## src/rtl/ula_muldiv_seq.sv

```systemverilog
// Multi-cycle MUL / DIVU / REMU sequencer that borrows the shared combinational ALU
// for the per-iteration add (shift-add multiply) or subtract (restoring divide).
module ula_muldiv_seq #(
  parameter int WIDTH = 32
) (
  input  logic             iCLK,
  input  logic             iRST,
  input  logic             iStart,
  input  logic [1:0]       iOp,
  input  logic [WIDTH-1:0] iA,
  input  logic [WIDTH-1:0] iB,
  output logic             oBusy,
  output logic             oDone,
  output logic [WIDTH-1:0] oResult,
  output logic [3:0]       oUlaControl,
  output logic [WIDTH-1:0] oUlaA,
  output logic [WIDTH-1:0] oUlaB,
  input  logic [WIDTH-1:0] iUlaResult
);

  localparam int         CNT_W   = $clog2(WIDTH);
  localparam logic [3:0] ALU_ADD = 4'b0010;
  localparam logic [3:0] ALU_SUB = 4'b0110;
  localparam logic [1:0] OP_MUL  = 2'b00;
  localparam logic [1:0] OP_DIVU = 2'b01;
  localparam logic [1:0] OP_REMU = 2'b10;

  typedef enum logic [1:0] {IDLE, RUN, DONE} state_t;

  state_t           state, stateNext;
  logic [1:0]       opReg;
  logic [CNT_W-1:0] cnt;
  logic [WIDTH-1:0] acc, mcand, mplier;
  logic [WIDTH-1:0] rem, quo, div;
  logic [WIDTH:0]   rs;
  logic             isDiv, ge, lastIter;
  logic [WIDTH-1:0] remNext, quoNext;

  // Reserved op code shares the MUL datapath but always reports zero.
  function automatic logic [WIDTH-1:0] selectResult(
    input logic [1:0]       op,
    input logic [WIDTH-1:0] prod,
    input logic [WIDTH-1:0] q,
    input logic [WIDTH-1:0] r
  );
    case (op)
      OP_MUL:  return prod;
      OP_DIVU: return q;
      OP_REMU: return r;
      default: return '0;
    endcase
  endfunction

  assign isDiv    = (opReg == OP_DIVU) || (opReg == OP_REMU);
  assign lastIter = (cnt == CNT_W'(WIDTH - 1));

  // Unsigned compare is done locally: the ALU's SLT is signed and unusable here.
  // rem never keeps a carry bit, since a set rs[WIDTH] always forces a subtract.
  assign rs      = {rem, quo[WIDTH-1]};
  assign ge      = rs[WIDTH] | (rs[WIDTH-1:0] >= div);
  assign remNext = ge ? iUlaResult : rs[WIDTH-1:0];
  assign quoNext = {quo[WIDTH-2:0], ge};

  always_ff @(posedge iCLK) begin
    if (iRST) state <= IDLE;
    else      state <= stateNext;
  end

  always_comb begin
    stateNext   = state;
    oBusy       = 1'b0;
    oDone       = 1'b0;
    oUlaControl = ALU_ADD;
    oUlaA       = '0;
    oUlaB       = '0;
    case (state)
      IDLE: if (iStart) stateNext = RUN;
      RUN: begin
        oBusy = 1'b1;
        if (isDiv) begin
          oUlaControl = ALU_SUB;
          oUlaA       = rs[WIDTH-1:0];
          oUlaB       = div;
        end else begin
          oUlaA = acc;
          oUlaB = mplier[0] ? mcand : '0;
        end
        if (lastIter) stateNext = DONE;
      end
      DONE: begin
        oBusy     = 1'b1;
        oDone     = 1'b1;
        stateNext = IDLE;
      end
      default: stateNext = IDLE;
    endcase
  end

  always_ff @(posedge iCLK) begin
    if (iRST) begin
      opReg   <= '0;
      cnt     <= '0;
      acc     <= '0;
      mcand   <= '0;
      mplier  <= '0;
      rem     <= '0;
      quo     <= '0;
      div     <= '0;
      oResult <= '0;
    end else if (state == IDLE && iStart) begin
      opReg  <= iOp;
      cnt    <= '0;
      acc    <= '0;
      mcand  <= iA;
      mplier <= iB;
      rem    <= '0;
      quo    <= iA;
      div    <= iB;
    end else if (state == RUN) begin
      cnt <= cnt + 1'b1;
      if (isDiv) begin
        rem <= remNext;
        quo <= quoNext;
      end else begin
        acc    <= iUlaResult;
        mcand  <= mcand << 1;
        mplier <= mplier >> 1;
      end
      if (lastIter) oResult <= selectResult(opReg, iUlaResult, quoNext, remNext);
    end
  end

endmodule

```

## config.mk

```make
export PLATFORM = sky130hd
export DESIGN_NAME = ula_muldiv_seq
export DESIGN_NICKNAME = d
export VERILOG_FILES = /design/src/rtl/ula_muldiv_seq.sv
export SDC_FILE = /design/constraint.sdc
export NUM_CORES = 1
export LEC_CHECK = 0
export BUFFER_PORTS_ARGS = -buffer_cell sky130_fd_sc_hd__buf_2
export CORE_UTILIZATION = 55
export CTS_BUF_LIST = sky130_fd_sc_hd__clkbuf_4
export CTS_CLUSTER_SIZE = 25
export DETAILED_ROUTE_END_ITERATION = 10
export PLACE_DENSITY = 0.78
export SLEW_MARGIN = 10
export SYNTH_ARGS = -nofsm -noshare
export SYNTH_HDL_FRONTEND = slang
export SYNTH_SLANG_ARGS = --single-unit
```

## constraint.sdc

```tcl
create_clock -name iCLK -period 4.6 [get_ports iCLK]
set_input_delay 0.92 -clock iCLK [delete_from_list [all_inputs] [get_ports iCLK]]
set_output_delay 0.92 -clock iCLK [all_outputs]
set_load 0.005 [all_outputs]
```

==> results.toml <==
[route]
via_count = 11900
dr.pass1.iters = 8
wire_per_inst_um = 17.8
routed_wl_um = 35500
drtIter0Drc = 1370
drc = 0
vias_per_cell = 5.97
ant_nets = 0

[grt]
grt_antenna_before_repair = 6
grt_max_degree = 113
track_usage_pct = 31.6
grt_pass1_vias = 10600
grt_pass1_wl_um = 56100
grt_overflow = 0

[placed_design]
place_ws_ns = 0.881
place_congestion = 0.914
port_buffers = 199
dp_hpwl_um = 23500
dp_cells = 1886

[timing]
setup_violations = 0
drv_slew = 0
period_needed_ns = 4.15
setup_tns_ns = 0
worst_pin_slew_ns = 1.14
fin_ws_ns = 0.446
min_period_over_period_pct = 90.3
relSlewSlack_pct = 24.3
hold_viol = 0
grt_setup_unrepaired = "no"
fin_hold_ws_ns = 0.452
fmax_mhz = 241
fin_worst_skew_ns = 0.0270

[run_status]
status = "finished, final reports clean"

[worst_hold_path]
hp-start = "acc[8]"
min_delay_path_depth = 2
hold_class = "reg -> reg"
holdPathEnd = "acc[8]"

[floorplanning]
dieArea_um2 = 22300
start_util_pct = 56.5
core_um2 = 21200
die_y_um = 149
io_pins = 203
std_cell_rows = 53
die_w_um = 149

[pwr]
pwr_density_cell_nw_per_um2 = 372
irDropWorstVdd_v = 0.000198
p_leak_nw = 5.45

[clock_network]
clock_sinks = 233
clock_path_buffers = 3
cts-htree-levels = 2
cts.hold.buffers_added = 0
cts_tree = "done"
cts-root-buf = "clkbuf_4"
postCtsSetupRepairBufs = 0
clk_pin_slew_worst_paths_ns = 0.07
clock_latency_ns = 0.69
cts_made_buffers = 58

[setup_path]
rr_endpoint = "oResult[31]"
worstSetupPathType = "reg -> out"
r2r-start = "rem[22]"
cp_num_buf_inv = 5
reg2reg_depth = 7
end_kind = "output port"
cpPeakStageDelay_ns = 0.49
crit_arrival_ns = 3.23
crit_chain = "inv_1 > ha_4 > buf_4 > nand2_4 > inv_1 > buf_4 > a22o_1 > buf_2"
crit_family = "buffers and inverters"
crit_fanout = 54
r2r_slack_ns = 1.29
cp-start-kind = "register"
required_ns = 3.68
slowest_stage = "ha_4"

[synthesis]
seq_area_frac_synth_pct = 39.0
yosys_register_bits = 233
synth_top_area_share_pct = 39.0
synth_top_area_cell = "dfxtp_1"
synth_area_leaders = "dfxtp_1, nand2_1, ha_1"
yosysWarnings = 0
syn_area_per_cell_um2 = 7.78
syn_inst = 1537
netlist_area_um2 = 12000
yosys.cell_types.count = 46

[layout]
instances_no_fill = 1989
drive_gt1_share_pct = 20.3
areaGrowthSynthToFinish_pct = 13.8
fillers = 1908
final_nets = 1814

[job]
maxCapViolCount = 0
Yosys cell counts, drive strengths merged:
cell type,n
a22oi,32
and3,1
nand3b,1
nand2b,2
nor3,3
or3,1
o21a,1
and2,3
xor2,2
a211oi,1
xnor2,1
dfxtp,233
nand4,7
a21o,4
ha,42
o21ai,102
nor2b,34
conb,2
o22ai,1
or4,2
a32o,1
o211ai,62
clkbuf,126
a211o,1
nor2,71
nand2,390
nor4,32
a22o,33
a31oi,64
nor3b,33
a311oi,31
or2,1
a2111oi,2
a21oi,81
mux2i,35
inv,39
o21bai,31
and4,1
nand3,7
buf,21
worst register-to-register path, cell delays in order (launching register included):
cell	delay [ns]
dfxtp_1	0.39
ha_1	0.38
nand4_1	0.13
a2111oi_0	0.48
or4_4	0.87
or2_1	0.26
buf_4	0.47
o211ai_1	0.20
repair_timing:
action / CTS / global route
hold endpoints to repair: 0 / 0
gates resized for setup: 0 / 1
endpoints found under the setup margin: 0 / 2
where the power goes:
group          switching [mW]  internal [mW]  leakage [nW]
combinational           0.737          0.347          3.13
clock                   0.829          0.815         0.414
sequential              0.143           2.18          1.91
metal layers:
layer	part of all wire [%]	up-vias	global-route usage (%)
li1	-	5709	-
met1	46	5509	46.9
met2	41	567	43.6
met3	10	95	7.32
met4	3.0	4	11.8
met5	0.070	-	0
logic make-up after synthesis:
family	synth area share [%]
AOI/OAI and AO/OA	25.6
xor gates and xnor gates	0.220
adders and majority gates	4.40
buffers and inverters	6.26
DFF	39.0
muxes	2.93
other	0.0628
and+or+nand+nor	21.5
flip-flops by register name (all words and copies together), names as in the netlist:
register,count
acc,32
cnt,5
div,32
mcand,32
mplier,32
oResult,32
opReg,2
quo,32
rem,32
state,2
how the worst max path moves through the flow:
stage | startpoint | to | slack, ns | depth (start not counted)
after global routing | opReg[0] | oUlaB[0] | 0.14 | 8
after CTS | opReg[0] | oUlaB[0] | 0.12 | 8
after floorplan | opReg[0] | oUlaB[10] | 1.81 | 8
after global placement | opReg[1] | oUlaB[0] | 0.94 | 8
final | opReg[0] | oUlaB[0] | 0.45 | 8
after detailed placement | opReg[0] | oUlaB[0] | 0.88 | 8
metrics by stage:
stage / utilization [%] / power, mW / area [um^2]
2_1_floorplan: - / 3.11 / 12000
3_3_place_gp: 61.0 / 3.40 / 12900
3_5_place_dp: 61.0 / 3.43 / 12900
4_1_cts: 64.2 / 5.05 / 13600
5_1_grt: 64.3 / 5.33 / 13600
6_report: 64.3 / 5.05 / 13600
layout by cell type, fill, tap and decap left out, drive strengths merged, types with 2 or more instances in the layout:
cell type	count
nand2	390
dfxtp	233
buf	220
o21ai	102
clkbuf	82
a21oi	81
nor2	71
a31oi	64
o211ai	62
ha	42
inv	40
mux2i	35
nor2b	34
a22o	33
nor3b	33
a22oi	32
nor4	32
o21bai	31
a311oi	31
clkinv	16
nand3	7
nand4	7
diode	4
a21o	4
conb	3
and2	3
nor3	3
a2111oi	2
xor2	2
nand2b	2
or4	2
area by class of cell:
type                            instances  area, um^2  area share, %
Antenna cell                            4        10.0         0.0736
Inverter                               39         146           1.08
Tap cell                              275         344           2.53
Clock buffer                           82         616           4.52
Timing Repair Buffer                  220        1150           8.48
Multi-Input combinational cell       1119        6600           48.5
Sequential cell                       233        4660           34.3
Clock inverter                         17        67.6          0.497
Power figures use the tool's default switching activity.
